--- src/rtl/mem_arbiter.sv ---
// Two-port arbiter for the shared instruction/data memory port: port 0 is the CPU, port 1 the DMA/debug loader.
// Optional build macro MEM_ARB_TIMEOUT_EN adds a GRANT watchdog that aborts with err after TIMEOUT_CYCLES.
module mem_arbiter #(
    parameter int AW             = 32,
    parameter int DW             = 32,
    parameter int FIXED_PRIO     = 0,
    parameter int TIMEOUT_CYCLES = 255
) (
    input  logic          clk,
    input  logic          sys_rst_n,
    input  logic          m0_req,
    input  logic [AW-1:0] m0_addr,
    input  logic [DW-1:0] m0_wdata,
    input  logic          m0_we,
    output logic          m0_rdy,
    output logic [DW-1:0] m0_rdata,
    input  logic          m1_req,
    input  logic [AW-1:0] m1_addr,
    input  logic [DW-1:0] m1_wdata,
    input  logic          m1_we,
    output logic          m1_rdy,
    output logic [DW-1:0] m1_rdata,
    output logic          s_req,
    output logic [AW-1:0] s_addr,
    output logic [DW-1:0] s_wdata,
    output logic          s_we,
    input  logic          s_rdy,
    input  logic [DW-1:0] s_rdata,
    output logic [1:0]    grant,
    output logic          err
);

    // Handshake: a master holds mX_req with stable attributes until a one-cycle
    // mX_rdy; downstream s_req stays high with stable attributes until s_rdy,
    // and s_rdata is valid in the s_rdy cycle.
    typedef enum logic [1:0] {
        IDLE  = 2'd0,
        GRANT = 2'd1,
        RESP  = 2'd2
    } state_t;

    state_t state;
    logic   last_grant;
    logic   owner;
    logic   pick;
    logic   pick_valid;
    logic   expire;

    always_comb begin
        pick_valid = m0_req | m1_req;
        pick       = ~m0_req;
        if (m0_req && m1_req)
            pick = (FIXED_PRIO != 0) ? 1'b0 : ~last_grant;
    end

`ifdef MEM_ARB_TIMEOUT_EN
    localparam int CW = $clog2(TIMEOUT_CYCLES + 1);
    logic [CW-1:0] to_cnt;

    // The counter sits at zero in IDLE so it is cleared on entry to GRANT.
    always_ff @(posedge clk or negedge sys_rst_n) begin
        if (!sys_rst_n)
            to_cnt <= '0;
        else if (state != GRANT)
            to_cnt <= '0;
        else if (!s_rdy)
            to_cnt <= to_cnt + 1'b1;
    end

    assign expire = (state == GRANT) && !s_rdy && (to_cnt == CW'(TIMEOUT_CYCLES - 1));
`else
    assign expire = (TIMEOUT_CYCLES < 0);
`endif

    always_ff @(posedge clk or negedge sys_rst_n) begin
        if (!sys_rst_n) begin
            state      <= IDLE;
            last_grant <= 1'b1;
            owner      <= 1'b0;
            s_req      <= 1'b0;
            s_addr     <= '0;
            s_wdata    <= '0;
            s_we       <= 1'b0;
            m0_rdy     <= 1'b0;
            m1_rdy     <= 1'b0;
            m0_rdata   <= '0;
            m1_rdata   <= '0;
            grant      <= 2'b00;
            err        <= 1'b0;
        end else begin
            m0_rdy <= 1'b0;
            m1_rdy <= 1'b0;
            err    <= 1'b0;
            case (state)
                IDLE: begin
                    if (pick_valid) begin
                        owner      <= pick;
                        last_grant <= pick;
                        s_req      <= 1'b1;
                        s_addr     <= pick ? m1_addr  : m0_addr;
                        s_wdata    <= pick ? m1_wdata : m0_wdata;
                        s_we       <= pick ? m1_we    : m0_we;
                        grant      <= pick ? 2'b10    : 2'b01;
                        state      <= GRANT;
                    end
                end
                GRANT: begin
                    // s_rdy in the expiry cycle takes precedence over the abort.
                    if (s_rdy) begin
                        s_req <= 1'b0;
                        s_we  <= 1'b0;
                        if (owner) begin
                            m1_rdata <= s_rdata;
                            m1_rdy   <= 1'b1;
                        end else begin
                            m0_rdata <= s_rdata;
                            m0_rdy   <= 1'b1;
                        end
                        state <= RESP;
                    end else if (expire) begin
                        s_req <= 1'b0;
                        s_we  <= 1'b0;
                        err   <= 1'b1;
                        if (owner) begin
                            m1_rdata <= '0;
                            m1_rdy   <= 1'b1;
                        end else begin
                            m0_rdata <= '0;
                            m0_rdy   <= 1'b1;
                        end
                        state <= RESP;
                    end
                end
                RESP: begin
                    grant <= 2'b00;
                    state <= IDLE;
                end
                default: begin
                    s_req <= 1'b0;
                    grant <= 2'b00;
                    state <= IDLE;
                end
            endcase
        end
    end

endmodule

--- config.mk ---
export PLATFORM = sky130hd
export DESIGN_NAME = mem_arbiter
export DESIGN_NICKNAME = d
export VERILOG_FILES = /design/src/rtl/mem_arbiter.sv
export SDC_FILE = /design/constraint.sdc
export NUM_CORES = 1
export LEC_CHECK = 0
export ABC_AREA = 1
export BUFFER_PORTS_ARGS = -buffer_cell sky130_fd_sc_hd__buf_2
export CORE_MARGIN = 2
export CORE_UTILIZATION = 46
export DETAILED_ROUTE_END_ITERATION = 8
export GPL_TIMING_DRIVEN = 0
export PLACE_DENSITY = 0.88
export SYNTH_ARGS = -nofsm -noshare
export SYNTH_HDL_FRONTEND = slang
export SYNTH_SLANG_ARGS = --single-unit
--- constraint.sdc ---
create_clock -name clk -period 1.5 [get_ports clk]
set_input_delay 0.3 -clock clk [delete_from_list [all_inputs] [get_ports clk]]
set_output_delay 0.3 -clock clk [all_outputs]
set_load 0.03 [all_outputs]
# Word level (Yosys, flattened, before mapping)
# Index checks and enable logic that the tools add are counted.
# classes
reduce_logical	10
n_eq_ne	4
bitwise	6
mux	21
# op_table
operator	count
32-bit 2-to-1 mux	2
3-bit AND reduction	4
1-bit 2-to-1 mux	11
2-bit 2-to-1 mux	4
2-bit case mux with 2 select lines	2
2-bit AND reduction	3
1-bit inverter	5
2-bit inequality test, second input constant	2
1-bit case mux with 3 select lines	1
2-bit by 1-bit equality test with 1-bit output, second input constant	1
2-bit equality test, second input constant	1
2-bit zero test	1
1-bit case mux with 2 select lines	1
2-bit nonzero test	1
1-bit logical AND	1
1-bit bitwise OR	1
# word_totals
ff_bits	138
out_inout_bits	135
word_cells	53
in_bits	167

# Depth between registers and ports, before layout
# logic_depth
word_depth	5
mapped_depth	7
mapped_depth_nobuf	6

# Least setup slack after synthesis
# OpenSTA, ideal clock, no wires.
# synth_path
path_kind	reg-to-reg
from	register last_grant
to	register s_addr[22]
required_time_ps	1375
path_stages_with_launch	8
period_less_slack_ps	1257
setup_ps	125
setup_slack_ps	243
t_arrival_ps	1132
path_buffers	2
cell_sequence	dfstp_2 -> inv_1 -> nand2_1 -> nand2_1 -> buf_4 -> buf_4 -> nand3_1 -> nand3_1
# synth_between
elab_chain_len	3
# synth_rtl
item	line	rtl
start, declared	43	logic last_grant;
start signal, assigned	98	last_grant <= pick;
1-bit inverter	53	pick = (FIXED_PRIO != 0) ? 1'b0 : ~last_grant;
1-bit 2-to-1 mux	52	if (m0_req && m1_req)
32-bit 2-to-1 mux	100	s_addr <= pick ? m1_addr : m0_addr;
end signal, assigned	100	
end, declared	24	output logic [AW-1:0] s_addr,
# No other way between the ends.
# A chain may end at the register's enable or synchronous reset.

# Worst setup path in the final report
# layout_path
from	register state[1]
to	register s_addr[25]
# layout_between
elab_chain_len	2
# layout_rtl
item	line	rtl
start, declared	42	state_t state;
start signal, assigned	77	state <= IDLE;
start signal, assigned	104	state <= GRANT;
start signal, assigned	119	state <= RESP;
2-bit zero test	94	case (state)
2-bit AND reduction (no source line)	--	
# No other way between the ends.

==> impl_results.md <==
* Outcome: completed
* Vert. Die Dim at 119 um
* Crit. End Element: register
* Number of antenna violations at the first check in global routing at 0
* RSZ-0062 raised after global routing: no
* Area of the mapped netlist at 6090 sq um
* DR iter-0 viols at 440
* Final worst path period share at 0.919
* Synth Register Bits at 138
* Total track usage at 0.275
* TritonCTS Sinks at 138
* Data arrival, critical path at 1.72 ns
* Crit-path max cell delay at 0.45 ns
* Post-synthesis instance total at 654
* Pre-CTS setup slack at -0.103 ns
* Num rows at 42
* DIE AREA at 14200 sq um
* PnR worst setup slack at 0.121 ns
* Sequential Power Share at 0.307
* Clock H-tree levels at 4
* CTS tree: done
* Slew of the pin with the lowest slew margin at 0.535 ns
* Register area at 3460 sq um
* Multi-input gate area at 2100 sq um
* Largest net degree at the start of global routing at 85
* Die width at 119 um
* LEAKAGE at 4.63 nW
* IO buf count at 299
* WL final at 19.2 mm
* Sum of buffers and inverters on the critical path at 3
* Clk_lat worst skew at 0.41 ns
* Fin crit period at 1.38 ns
* Peak VDD IR at 1580 uV
* Via density at 5.36
* TNS Setup at 0 ns
* Startpoint Class: register
* Top FF cell, synth: dfrtp_1
* Tot Pwr at 0.0211 W
* Post-synthesis sequential area ratio at 0.567
* Root Buffer: clkbuf_16
* Number of synthesized flops with an enable pin at 0
* Via count at 6234
* Core area at 13100 sq um
* Final Cell Area at 8500 sq um
* CTS Buffer Depth at 2
* CP Cell Sequence: inv_1 -> nand2_1 -> nor2_4 -> buf_8 -> buf_6 -> nand3_1 -> nand3_1
* Crit-path max FO at 10
* Number of global-route vias before repair at 6142
* Grt ovf at 0
* Internal cell power at 0.0111 W
* Clock transition at path regs at 0.06 ns
* Post-Syn Nets at 821
* Maximum clock rate at 725 MHz
* Fillers at 1047
* Detailed placement HPWL at 14.1 mm
* Wirelength per Cell at 16.5 um
* Pre-Repair DR Iteration Count at 5
* Share of power burned in the clock network at 0.203
* Number of max-cap violations at 0
* Syn. warnings at 0
* Worst hold-check path type: in2reg
* Placed inst area at 7850 sq um
* Syn avg cell area at 9.32 sq um
* Worst path most repeated cell: nand3_1
* # nets final at 1141
* Ys async rst share at 1.00
* Kind of critical path: reg2reg
* Slew margin rel. at 0.643
* Setup Skew at 0.0116 ns
* Setup bufs post-CTS at 0
* Sw Pwr at 0.00998 W
* Area Overhead vs Synth at 39.5%
* I/O Pins at 302
* Slew Limit Fails at 0
* Starting Density at 0.466
* Combinational power share at 0.490
* DRC viols at 0
* CTS Buf Count at 17
* First-pass GRT wire length at 30.7 mm
* Power Density at 2480 nW/um^2
* Delay-heaviest family, CP: flip-flops
* Layout Utilization at 0.650
* Setup violators final at 0
* Synth cell types at 21
* GPL Wtd Cong at 0.857
* Fraction of layout instances using a drive strength above 1 at 0.417
* Sw Ratio at 0.473
* Crit-path slowest cell: dfrtp_2
* Data required, critical path at 1.84 ns
* ANT nets after route at 0
* Fin. Hold Viols at 0
-- placed cells by master, fill, tap and decap left out, drive strengths merged --
master,n
a21oi,1
buf,345
bufinv,2
clkbuf,30
clkinv,1
clkinvlp,3
conb,1
dfrtp,137
dfstp,1
diode,1
dlygate4sd3,1
inv,52
nand2,141
nand3,134
nand4,64
nor2,6
o21ai,68
-- metrics by stage --
| step | cells | hold WS [ns] |
|---|---|---|
| floorplan | 654 | 0.00441 |
| global placement | 1129 | 0.452 |
| detailed placement | 1130 | 0.289 |
| CTS | 1163 | 0.101 |
| global route | 1163 | 0.106 |
| finish | 1164 | 0.111 |
-- kinds of logic (layout without fill, tap and decap cells) --
group                  count (synthesis)  count (layout)  share of synthesized area
buffers and inverters                101             434                     0.0918
AOI/OAI and AO/OA                     69              69                     0.0696
DFF                                  138             138                      0.567
other                                  1               2                   0.000615
and+or+nand+nor                      345             345                      0.271
-- worst paths after layout --
check	slack [ns]	cells after the start	startpoint	endpoint
worst max-delay path	0.12	7	state[1]$_DFFE_PN0P_	s_addr[25]$_DFFE_PN0P_
worst min-delay path	0.11	3	m1_wdata[19]	s_wdata[19]$_DFFE_PN0P_
worst max register to register	0.12	7	state[1]$_DFFE_PN0P_	s_addr[25]$_DFFE_PN0P_
worst min register to register	0.47	2	grant[0]$_DFFE_PN0P_	grant[0]$_DFFE_PN0P_
max in group asynchronous	0.30	3	sys_rst_n	m1_rdata[18]$_DFFE_PN0P_
min in group asynchronous	0.40	2	sys_rst_n	s_wdata[20]$_DFFE_PN0P_
-- repair_timing --
action	in CTS	in global routing
resized for setup	2	13
hold buffers	1	0
hold endpoints to repair	53	0
setup endpoints to repair	16	54
-- worst register-to-register path, cell delays in order, from the launching register on --
cell	delay [ns]
dfrtp_2	0.45
inv_1	0.09
nand2_1	0.09
nor2_4	0.20
buf_8	0.18
buf_6	0.15
nand3_1	0.08
nand3_1	0.07
-- power groups by stage --
stage          Sequential [W]  Clock, W  Combinational, W
2_1_floorplan         0.00980         0           0.00360
3_3_place_gp          0.00640         0            0.0101
3_5_place_dp          0.00646         0            0.0102
4_1_cts               0.00643   0.00433            0.0103
5_1_grt               0.00664   0.00454            0.0111
6_report              0.00647   0.00428            0.0103
-- routing by layer --
metal	wire length (um)	GRT usage	share of wire	vias up
li1	-	-	-	2881
met3	1740	0.0829	0.091	53
met2	9590	0.467	0.50	352
met4	643	0.124	0.033	0
met5	0	0	0	-
met1	7260	0.321	0.38	2948
-- final cells by class --
class / count / area share
tap: 176 / 0.0259
timing repair buffer: 301 / 0.181
sequential: 138 / 0.406
multi-input combinational: 415 / 0.247
inverter: 43 / 0.0190
clock buffer: 17 / 0.0500
buffer: 58 / 0.0497
clock inverter: 15 / 0.0209
antenna: 1 / 0.000294
-- registers in the layout (all words and copies together), names as in the netlist --
signal / cells
m0_rdy: 1
s_wdata: 32
last_grant: 1
s_we: 1
m1_rdata: 32
s_addr: 32
s_req: 1
grant: 2
state: 2
owner: 1
m1_rdy: 1
m0_rdata: 32
-- synth_stat cells (2+ instances only) --
cell type  number  area share
buf_4          11       0.014
nor2_1          2      0.0012
nor2_4          2      0.0037
nand4_1        64       0.066
buf_2          21       0.017
nand2_1       141       0.087
o21ai_2        21       0.030
nor2_2          2      0.0021
dfrtp_1       137        0.56
o21ai_1        29       0.024
o21ai_0        18       0.015
buf_6          15       0.028
inv_1          42       0.026
nand3_1       132        0.11
clkbuf_1       10      0.0062
nand3_2         2      0.0033
Power figures use the tool's default switching activity.
